==> src/rtl/gpu_pkg.sv <==
// Shared definitions for the raster scan controller and its pixel coverage unit.
// Contents:
//   DEF_COORD_WIDTH / DEF_COLOR_WIDTH : default coordinate and color widths
//   bbox_t                            : inclusive unsigned bounding box
//   state_e                           : scan controller FSM states
package gpu_pkg;

  localparam int DEF_COORD_WIDTH = 16;
  localparam int DEF_COLOR_WIDTH = 16;

  typedef struct packed {
    logic [DEF_COORD_WIDTH-1:0] xmin;
    logic [DEF_COORD_WIDTH-1:0] xmax;
    logic [DEF_COORD_WIDTH-1:0] ymin;
    logic [DEF_COORD_WIDTH-1:0] ymax;
  } bbox_t;

  typedef enum logic [1:0] {
    ST_IDLE = 2'd0,
    ST_SCAN = 2'd1,
    ST_DONE = 2'd2
  } state_e;

endpackage

==> src/rtl/ppu.sv <==
// Pixel coverage unit: evaluates three edge planes e = a*x + b*y + c at one
// pixel and reports the pixel covered when every plane is non-negative.
// Ports:
//   bounds    : [plane][coef] signed coefficients, coef 0=a, 1=b, 2=c
//   color_in  : flat triangle color
//   x, y      : unsigned pixel coordinates under test
//   valid     : pixel is covered by all three planes
//   color_out : color to attach to the fragment
module ppu
  import gpu_pkg::*;
#(
  parameter int COORD_WIDTH = DEF_COORD_WIDTH,
  parameter int COLOR_WIDTH = DEF_COLOR_WIDTH
) (
  input  logic [2:0][2:0][COORD_WIDTH-1:0] bounds,
  input  logic [COLOR_WIDTH-1:0]           color_in,
  input  logic [COORD_WIDTH-1:0]           x,
  input  logic [COORD_WIDTH-1:0]           y,
  output logic                             valid,
  output logic [COLOR_WIDTH-1:0]           color_out
);

  // Wide enough for a signed W x unsigned W product plus two more terms.
  localparam int EW = 2 * COORD_WIDTH + 3;

  function automatic logic signed [EW-1:0] sext(input logic [COORD_WIDTH-1:0] v);
    return {{(EW-COORD_WIDTH){v[COORD_WIDTH-1]}}, v};
  endfunction

  function automatic logic signed [EW-1:0] zext(input logic [COORD_WIDTH-1:0] v);
    return {{(EW-COORD_WIDTH){1'b0}}, v};
  endfunction

  logic signed [EW-1:0] xs_s;
  logic signed [EW-1:0] ys_s;
  logic signed [EW-1:0] edge_s [3];
  logic [2:0]           inside_s;

  assign xs_s = zext(x);
  assign ys_s = zext(y);

  for (genvar p = 0; p < 3; p++) begin : g_plane
    assign edge_s[p]   = sext(bounds[p][0]) * xs_s + sext(bounds[p][1]) * ys_s + sext(bounds[p][2]);
    assign inside_s[p] = ~edge_s[p][EW-1];
  end

  assign valid     = &inside_s;
  assign color_out = color_in;

endmodule

==> src/rtl/raster_scan_ctrl.sv <==
// Raster scan controller: accepts a triangle job (bbox, edge planes, color),
// walks the bbox in raster order one pixel per advance, and streams covered
// pixels as fragments through a valid/ready handshake.
// Ports:
//   clk, resetn                 : clock, synchronous active-low reset
//   job_valid / job_ready       : job handshake (ready only in IDLE)
//   job_xmin..job_ymax          : inclusive unsigned bounding box
//   job_bounds                  : [plane][coef] signed edge coefficients {a,b,c}
//   job_color                   : flat triangle color
//   frag_valid / frag_ready     : fragment handshake
//   frag_x, frag_y, frag_color  : fragment payload
//   done                        : one-cycle pulse at end of a job
//   stat_tested, stat_emitted   : wrapping counters of evaluated / emitted pixels
module raster_scan_ctrl
  import gpu_pkg::*;
#(
  parameter int COORD_WIDTH = DEF_COORD_WIDTH,
  parameter int COLOR_WIDTH = DEF_COLOR_WIDTH
) (
  input  logic                             clk,
  input  logic                             resetn,
  input  logic                             job_valid,
  output logic                             job_ready,
  input  logic [COORD_WIDTH-1:0]           job_xmin,
  input  logic [COORD_WIDTH-1:0]           job_xmax,
  input  logic [COORD_WIDTH-1:0]           job_ymin,
  input  logic [COORD_WIDTH-1:0]           job_ymax,
  input  logic [2:0][2:0][COORD_WIDTH-1:0] job_bounds,
  input  logic [COLOR_WIDTH-1:0]           job_color,
  output logic                             frag_valid,
  input  logic                             frag_ready,
  output logic [COORD_WIDTH-1:0]           frag_x,
  output logic [COORD_WIDTH-1:0]           frag_y,
  output logic [COLOR_WIDTH-1:0]           frag_color,
  output logic                             done,
  output logic [31:0]                      stat_tested,
  output logic [31:0]                      stat_emitted
);

  localparam logic [COORD_WIDTH-1:0] COORD_ONE = {{(COORD_WIDTH-1){1'b0}}, 1'b1};

  state_e                           state_r;
  state_e                           state_nxt_s;
  logic [COORD_WIDTH-1:0]           xmin_r;
  logic [COORD_WIDTH-1:0]           xmax_r;
  logic [COORD_WIDTH-1:0]           ymax_r;
  logic [2:0][2:0][COORD_WIDTH-1:0] bounds_r;
  logic [COLOR_WIDTH-1:0]           color_r;
  logic [COORD_WIDTH-1:0]           x_r;
  logic [COORD_WIDTH-1:0]           y_r;
  logic                             frag_valid_r;
  logic [COORD_WIDTH-1:0]           frag_x_r;
  logic [COORD_WIDTH-1:0]           frag_y_r;
  logic [COLOR_WIDTH-1:0]           frag_color_r;
  logic [31:0]                      tested_r;
  logic [31:0]                      emitted_r;
  logic                             job_ready_s;
  logic                             done_s;
  logic                             accept_s;
  logic                             box_ok_s;
  logic                             advance_s;
  logic                             row_end_s;
  logic                             last_s;
  logic                             cov_valid_s;
  logic [COLOR_WIDTH-1:0]           cov_color_s;

  assign accept_s  = job_valid && (state_r == ST_IDLE);
  assign box_ok_s  = (job_xmin <= job_xmax) && (job_ymin <= job_ymax);
  assign advance_s = (state_r == ST_SCAN) && (!frag_valid_r || frag_ready);
  // Equality compares keep a box touching the top of the coordinate range finite.
  assign row_end_s = (x_r == xmax_r);
  assign last_s    = row_end_s && (y_r == ymax_r);

  ppu #(
    .COORD_WIDTH (COORD_WIDTH),
    .COLOR_WIDTH (COLOR_WIDTH)
  ) u_ppu (
    .bounds    (bounds_r),
    .color_in  (color_r),
    .x         (x_r),
    .y         (y_r),
    .valid     (cov_valid_s),
    .color_out (cov_color_s)
  );

  // FSM state register.
  always_ff @(posedge clk) begin
    if (!resetn) begin
      state_r <= ST_IDLE;
    end else begin
      state_r <= state_nxt_s;
    end
  end

  // FSM next-state logic; an empty box skips straight to DONE.
  always_comb begin
    state_nxt_s = state_r;
    case (state_r)
      ST_IDLE: begin
        if (job_valid) begin
          state_nxt_s = box_ok_s ? ST_SCAN : ST_DONE;
        end else begin
          state_nxt_s = ST_IDLE;
        end
      end
      ST_SCAN: begin
        if (advance_s && last_s) begin
          state_nxt_s = ST_DONE;
        end else begin
          state_nxt_s = ST_SCAN;
        end
      end
      ST_DONE: state_nxt_s = ST_IDLE;
      default: state_nxt_s = ST_IDLE;
    endcase
  end

  // FSM outputs, decoded from the state register only.
  always_comb begin
    job_ready_s = 1'b0;
    done_s      = 1'b0;
    case (state_r)
      ST_IDLE: job_ready_s = 1'b1;
      ST_SCAN: job_ready_s = 1'b0;
      ST_DONE: done_s      = 1'b1;
      default: job_ready_s = 1'b0;
    endcase
  end

  assign job_ready = job_ready_s;
  assign done      = done_s;

  // Job latch on accept and raster-order scan position stepping.
  always_ff @(posedge clk) begin
    if (!resetn) begin
      xmin_r   <= {COORD_WIDTH{1'b0}};
      xmax_r   <= {COORD_WIDTH{1'b0}};
      ymax_r   <= {COORD_WIDTH{1'b0}};
      bounds_r <= {(9*COORD_WIDTH){1'b0}};
      color_r  <= {COLOR_WIDTH{1'b0}};
      x_r      <= {COORD_WIDTH{1'b0}};
      y_r      <= {COORD_WIDTH{1'b0}};
    end else if (accept_s) begin
      xmin_r   <= job_xmin;
      xmax_r   <= job_xmax;
      ymax_r   <= job_ymax;
      bounds_r <= job_bounds;
      color_r  <= job_color;
      x_r      <= job_xmin;
      y_r      <= job_ymin;
    end else if (advance_s && !last_s) begin
      if (row_end_s) begin
        x_r <= xmin_r;
        y_r <= y_r + COORD_ONE;
      end else begin
        x_r <= x_r + COORD_ONE;
      end
    end
  end

  // Fragment output register: load on a covered advance, drop once consumed.
  always_ff @(posedge clk) begin
    if (!resetn) begin
      frag_valid_r <= 1'b0;
      frag_x_r     <= {COORD_WIDTH{1'b0}};
      frag_y_r     <= {COORD_WIDTH{1'b0}};
      frag_color_r <= {COLOR_WIDTH{1'b0}};
    end else if (advance_s && cov_valid_s) begin
      frag_valid_r <= 1'b1;
      frag_x_r     <= x_r;
      frag_y_r     <= y_r;
      frag_color_r <= cov_color_s;
    end else if (frag_ready) begin
      frag_valid_r <= 1'b0;
    end
  end

  assign frag_valid = frag_valid_r;
  assign frag_x     = frag_x_r;
  assign frag_y     = frag_y_r;
  assign frag_color = frag_color_r;

  // Statistics counters, wrapping naturally at 32 bits.
  always_ff @(posedge clk) begin
    if (!resetn) begin
      tested_r  <= 32'd0;
      emitted_r <= 32'd0;
    end else begin
      if (advance_s) begin
        tested_r <= tested_r + 32'd1;
      end
      if (frag_valid_r && frag_ready) begin
        emitted_r <= emitted_r + 32'd1;
      end
    end
  end

  assign stat_tested  = tested_r;
  assign stat_emitted = emitted_r;

endmodule

==> config.mk <==
export PLATFORM = sky130hd
export DESIGN_NAME = raster_scan_ctrl
export DESIGN_NICKNAME = d
export VERILOG_FILES = /design/src/rtl/gpu_pkg.sv /design/src/rtl/ppu.sv /design/src/rtl/raster_scan_ctrl.sv
export SDC_FILE = /design/constraint.sdc
export NUM_CORES = 2
export LEC_CHECK = 0
export CAP_MARGIN = 20
export CORE_MARGIN = 4
export CORE_UTILIZATION = 64
export CTS_CLUSTER_DIAMETER = 40
export DETAILED_ROUTE_END_ITERATION = 10
export PLACE_DENSITY_LB_ADDON = 0.2
export SLEW_MARGIN = 20
export SYNTH_ARGS = -nofsm -noshare
export SYNTH_HDL_FRONTEND = slang
export SYNTH_SLANG_ARGS = --single-unit
==> constraint.sdc <==
create_clock -name clk -period 12 [get_ports clk]
set_input_delay 3 -clock clk [delete_from_list [all_inputs] [get_ports clk]]
set_output_delay 3 -clock clk [all_outputs]
set_load 0.03 [all_outputs]
Word level (Yosys, flattened, before mapping). Cells that the tools add are included.

Add/subtract/negate cells: 10. Multiply operators: 6. Magnitude comparators: 2. Eq/ne operators: 4. Muxes and demuxes: 14. Bitwise logic cells: 3. Reductions and logical operators: 17.

Operators with widths (number): 16-bit by 17-bit multiplier with 33-bit output (6); 35-bit by 16-bit adder with 35-bit output (3); 35-bit adder (3); 16-bit two-way mux (6); 32-bit by 1-bit adder with 32-bit output, second input constant (2); 16-bit by 1-bit adder with 16-bit output, second input constant (2); 16-bit equality test (2); 16-bit less-or-equal comparator (2); 1-bit logical AND (8); 2-bit two-way mux (3); 2-bit nonzero test (3); 1-bit two-way mux (4); 2-bit one-hot mux with 2 select lines (1); 1-bit inverter (3); 3-bit AND reduction (1); 2-bit by 1-bit equality test with 1-bit output, second input constant (1); 2-bit equality test, second input constant (1); 1-bit zero test (2); 2-bit zero test (1); 2-bit AND reduction (1); 1-bit logical OR (1).

Register bits after elaboration: 355. Bits of input ports: 228. Output and inout bits: 115. Logic and storage cells: 78.

Logic depth before layout (Yosys ltp).
Depth in word-level cells: 7. Depth in mapped cells: 40. Depth with buffers taken out: 34.

Hierarchy. A second synthesis with hierarchy kept.

Cell total of the unflattened synthesis: 7709. Area total of the unflattened synthesis: 67817.5 sq um.

Modules (own cells, without submodules): ppu (times used 1, cells each 5854, area each 53169.7 sq um, seq. area each 0.0 sq um); raster_scan_ctrl (times used 1, cells each 1855, area each 14647.8 sq um, seq. area each 7106.8 sq um).

Least setup slack after synthesis. OpenSTA, ideal clock, no wires.

Kind: register -> register. Start point: reg x_r[10]. End point: reg frag_x_r[0], in the netlist frag_x[0]. Library setup time: 120 ps. Arrival time: 9034 ps. Data required time: 11880 ps. Slack: 2846 ps. Stages on the path, launching flop included: 39. Path buffers: 7. Clock period less this slack: 9154 ps. Cell sequence: dfxtp_1 clkbuf_1 clkbuf_1 clkbuf_1 nand2_1 fa_1 fa_1 fa_1 inv_1 fa_1 fa_1 inv_1 fa_1 inv_1 ha_1 buf_2 nand3_1 nand2b_1 (+3 left out) a31oi_1 o21ai_0 a21oi_1 xor2_1 fa_1 inv_1 ha_1 nand4_1 or2_2 nor3_1 o211ai_1 o21ai_0 mux2_2 o211a_1 clkbuf_1 buf_4 buf_6 mux2i_1.

Word-level cells in the longest chain between the ends: 6. Elaborated cells between the ends (all ways): 14. Classes of those cells: 6 x add/sub; 3 x mul; 3 x bitwise; 2 x reduce/logical.

Ends and longest elaborated chain: start: declaration (line raster_scan_ctrl.sv:49) `logic [COORD_WIDTH-1:0] x_r;`; start signal: assignment (line raster_scan_ctrl.sv:141) `x_r <= {COORD_WIDTH{1'b0}};`; start signal: assignment (line raster_scan_ctrl.sv:149) `x_r <= job_xmin;`; start signal: assignment (line raster_scan_ctrl.sv:153) `x_r <= xmin_r;`; 16-bit by 17-bit multiplier with 33-bit output (line ppu.sv:43) `assign edge_s[p] = sext(bounds[p][0]) * xs_s + sext(bounds[p][1]) * ys_s + sext(bounds[p][2]);`; 35-bit adder (line ppu.sv:43); 35-bit by 16-bit adder with 35-bit output (line ppu.sv:43); 1-bit inverter (line ppu.sv:44) `assign inside_s[p] = ~edge_s[p][EW-1];`; 3-bit AND reduction (*) (line ppu.sv:47) `assign valid = &inside_s;`; 1-bit logical AND (*) (line raster_scan_ctrl.sv:168) `end else if (advance_s && cov_valid_s) begin`; end signal: assignment (line raster_scan_ctrl.sv:165) `frag_x_r <= {COORD_WIDTH{1'b0}};`; end signal: assignment (line raster_scan_ctrl.sv:170) `frag_x_r <= x_r;`; end: declaration (line raster_scan_ctrl.sv:52) `logic [COORD_WIDTH-1:0] frag_x_r;`.

Mark *: on every way between the ends. The rest lies on a longest branch, timed or not. A chain may end at the register's enable or synchronous reset.

Final worst setup path.
Start point: reg x_r[5]. End point: reg frag_y_r[12], in the netlist frag_y[12].

Word-level cells in the longest chain between the ends: 6. Elaborated cells between the ends (all ways): 14. Classes of those cells: 6 x add/sub; 3 x mul; 3 x bitwise; 2 x reduce/logical.

Ends and longest elaborated chain: 16-bit by 17-bit multiplier with 33-bit output (line ppu.sv:43); 35-bit adder (line ppu.sv:43); 35-bit by 16-bit adder with 35-bit output (line ppu.sv:43); 1-bit inverter (line ppu.sv:44); 3-bit AND reduction (*) (line ppu.sv:47); 1-bit logical AND (*) (line raster_scan_ctrl.sv:168); end signal: assignment (line raster_scan_ctrl.sv:166) `frag_y_r <= {COORD_WIDTH{1'b0}};`; end signal: assignment (line raster_scan_ctrl.sv:171) `frag_y_r <= y_r;`; end: declaration (line raster_scan_ctrl.sv:53) `logic [COORD_WIDTH-1:0] frag_y_r;`.

Marks and branches as above.

==> flow_metrics.tcl <==
set metrics [dict create \
    status "finished, final reports clean" \
    clk_latency_ps 670 \
    synth_edf_count 0 \
    fin_crit_sh 0.886 \
    wire_per_inst_um 19.5 \
    synth_cell_types 88 \
    overflow 0 \
    drive_gt1_frac 0.0293 \
    cts_sinks 355 \
    crit_slowest_cell "dfxtp_2" \
    die_area_um2 117000 \
    ant_nets 0 \
    cts.clk_slew.worst_paths_ps 50 \
    maxCapViolCount 0 \
    tightestPinTransition_ps 1230 \
    timing.final.ws_setup_ps 1360 \
    first_pass_iters 6 \
    finalSetupTns_ps 0 \
    tritoncts "yes" \
    nNetsFinal 10800 \
    crit_path_start_kind "flop" \
    avgSynthCellArea_um2 8.52 \
    cts_root_buf "clkbuf_16" \
    netlist_area_um2 71700 \
    yosys_most_used_dff "dfxtp_1" \
    crit_path_frequent_cell "fa_1" \
    critical_path.max_stage_delay_ps 1000 \
    layout.cells.non_filler 10000 \
    vias 57000 \
    critPathCaptureType "flop" \
    synthesis.nets 10800 \
    layout_commonest_cell "inv_1" \
    postCtsHoldBufs 0 \
    cts_setup_buffers 0 \
    fin_hold_ws_ps 452 \
    ios 343 \
    setup.worst_path.class "flop to flop" \
    port_buffers 342 \
    row_count 122 \
    worstPathArrival_ps 11220 \
    fin_total_pwr_w 0.00740 \
    coreArea_um2 111000 \
    cts-htree-levels 3 \
    place_inst 9886 \
    cts_buffers 68 \
    hp-start "color_r[3]" \
    seqCellArea_um2 7150 \
    ys_ff_latch 355 \
    synth-seq-area-share 0.0992 \
    rsz0062_at_grt "false" \
    hold_depth 2 \
    setup_viol 0 \
    fin_skew_ps 38.1 \
    mostFrequentLayoutCells "inv_1, nand2_1, fa_1" \
    hold_class "flop to flop" \
    fp.dieH_um 343 \
    grt_pass1_vias 62000 \
    power.density_nw_per_um2 94.4 \
    initial_core_util 0.646 \
    area_delta_synth_final_pct 9.31 \
    hold_end "color_r[3]" \
    leakagePower_nw 39.7 \
    crit-reg2reg-capture "frag_y[12]" \
    cp-startpoint "x_r[5]" \
    cts-resized-gates 0 \
    detailed_place_hpwl_mm 152 \
    crit_required_ps 12580 \
    period_minus_slack_ps 10640 \
    wl_mm 195 \
    r2r-start "x_r[5]" \
    grt_max_degree 100 \
    peakVddDrop_mv 0.116 \
    finalHoldViolations 0 \
    yosys_warnings 0 \
    place_congestion 0.933 \
    slew_viol_final 0 \
    critPathMaxFanout 48 \
    avgViaCountPerCell 5.69 \
    post-route-drc-count 0 \
    track_usage 0.341 \
    multi_input_area_um2 56800 \
    antenna_found_initial 6 \
    grt_pass1_wl_mm 318 \
    place_ws_ps 1570 \
    async_reset_ff_frac 0 \
    synth_cells 8408 \
    relSlewSlack 0.174 \
    reg2reg_depth 33 \
    fmax_mhz 94.0 \
    fill_cells 8754 \
    die_w_um 343 \
    r2r_setup_slack_ps 1360 \
    drt-initial-drc-count 3440 \
    clk_path_buf_depth 3 \
]
## worst max-delay path by stage
stage / end / cells past startpoint
6_report: frag_y[12] / 33
3_3_place_gp: frag_y[13] / 31
3_5_place_dp: frag_color[6] / 31
4_1_cts: frag_y[12] / 31
5_1_grt: frag_y[10] / 31
2_1_floorplan: frag_x[0] / 38
## routing by layer
layer,global-route usage,up-vias,routed length [um]
li1,-,25800,-
met1,0.406,28300,72100
met2,0.586,2233,94900
met3,0.0730,619,16400
met4,0.168,6,11400
met5,0,-,34
## critical path, delay by kind of cell (launching register included)
kind,cells,cell delay (ps)
fa+ha+maj,9,4160
compound gates,7,2600
simple gates,9,1580
flops,1,1000
buf+inv,6,660
mux,1,280
xor+xnor,1,190
## cell families (layout without fill, tap and decap cells)
logic type                 Yosys count  after routing  synth area share
and+or+nand+nor                   2673           2673             0.176
adders and majority gates         2127           2127             0.503
buffers and inverters             2073           2189             0.109
AOI/OAI and AO/OA                  870            870            0.0739
DFF                                355            355            0.0992
xor gates and xnor gates           257            257            0.0314
muxes                               53             53           0.00742
other                                0              2                 0
## flip-flops by register name, summed over array words and instances (netlist names), 2 cells and up
| name | cells |
|---|---|
| bounds_r | 144 |
| color_r | 16 |
| frag_color | 16 |
| frag_x | 16 |
| frag_y | 16 |
| stat_emitted | 32 |
| stat_tested | 32 |
| state_r | 2 |
| x_r | 16 |
| xmax_r | 16 |
| xmin_r | 16 |
| y_r | 16 |
| ymax_r | 16 |
## synth_stat cells, types with 13 or more instances
cell      number  share of area
fa_1        1260           0.35
a211oi_1      41         0.0043
and2_1       698          0.061
nand3_1       63         0.0044
nand2_1     1376          0.072
and3_1        28         0.0024
o21ai_0      127         0.0089
xnor2_1      122          0.015
buf_1         16        0.00084
ha_1         867           0.15
mux2i_1       52         0.0073
a31oi_1       33         0.0029
nor3_1        42         0.0029
nor2_1       244          0.013
nand2b_1      76         0.0066
or3_1         28         0.0024
o31ai_1       14         0.0015
o211ai_1      16         0.0017
a21oi_1      395          0.028
clkbuf_1     387          0.020
xor2_1       135          0.016
nor2b_1       26         0.0023
a21o_1        95          0.010
inv_1       1652          0.087
nor4_1        13         0.0011
nand4_1       43         0.0038
o21a_1        41         0.0043
dfxtp_1      355          0.099
o21bai_1      18         0.0019
## final cells by class
cell class / instances / share of cell area
Multi-Input combinational cell: 5980 / 0.725
Tap cell: 1488 / 0.0238
Sequential cell: 355 / 0.0912
Clock buffer: 77 / 0.0230
Clock inverter: 49 / 0.00783
Antenna cell: 2 / 0.0000639
Timing Repair Buffer: 404 / 0.0498
Inverter: 1659 / 0.0796
## power by group
group / internal, W / switching (W)
combinational: 0.00152 / 0.00227
clock: 0.00121 / 0.000812
sequential: 0.00126 / 0.000323
total: 0.00399 / 0.00341
## stage by stage
step           instance area [um2]  utilization
2_1_floorplan                71700            -
3_3_place_gp                 75900        0.684
3_5_place_dp                 75900        0.684
4_1_cts                      78300        0.706
5_1_grt                      78300        0.706
6_report                     78300        0.706
(Power assumes the default switching activity.)
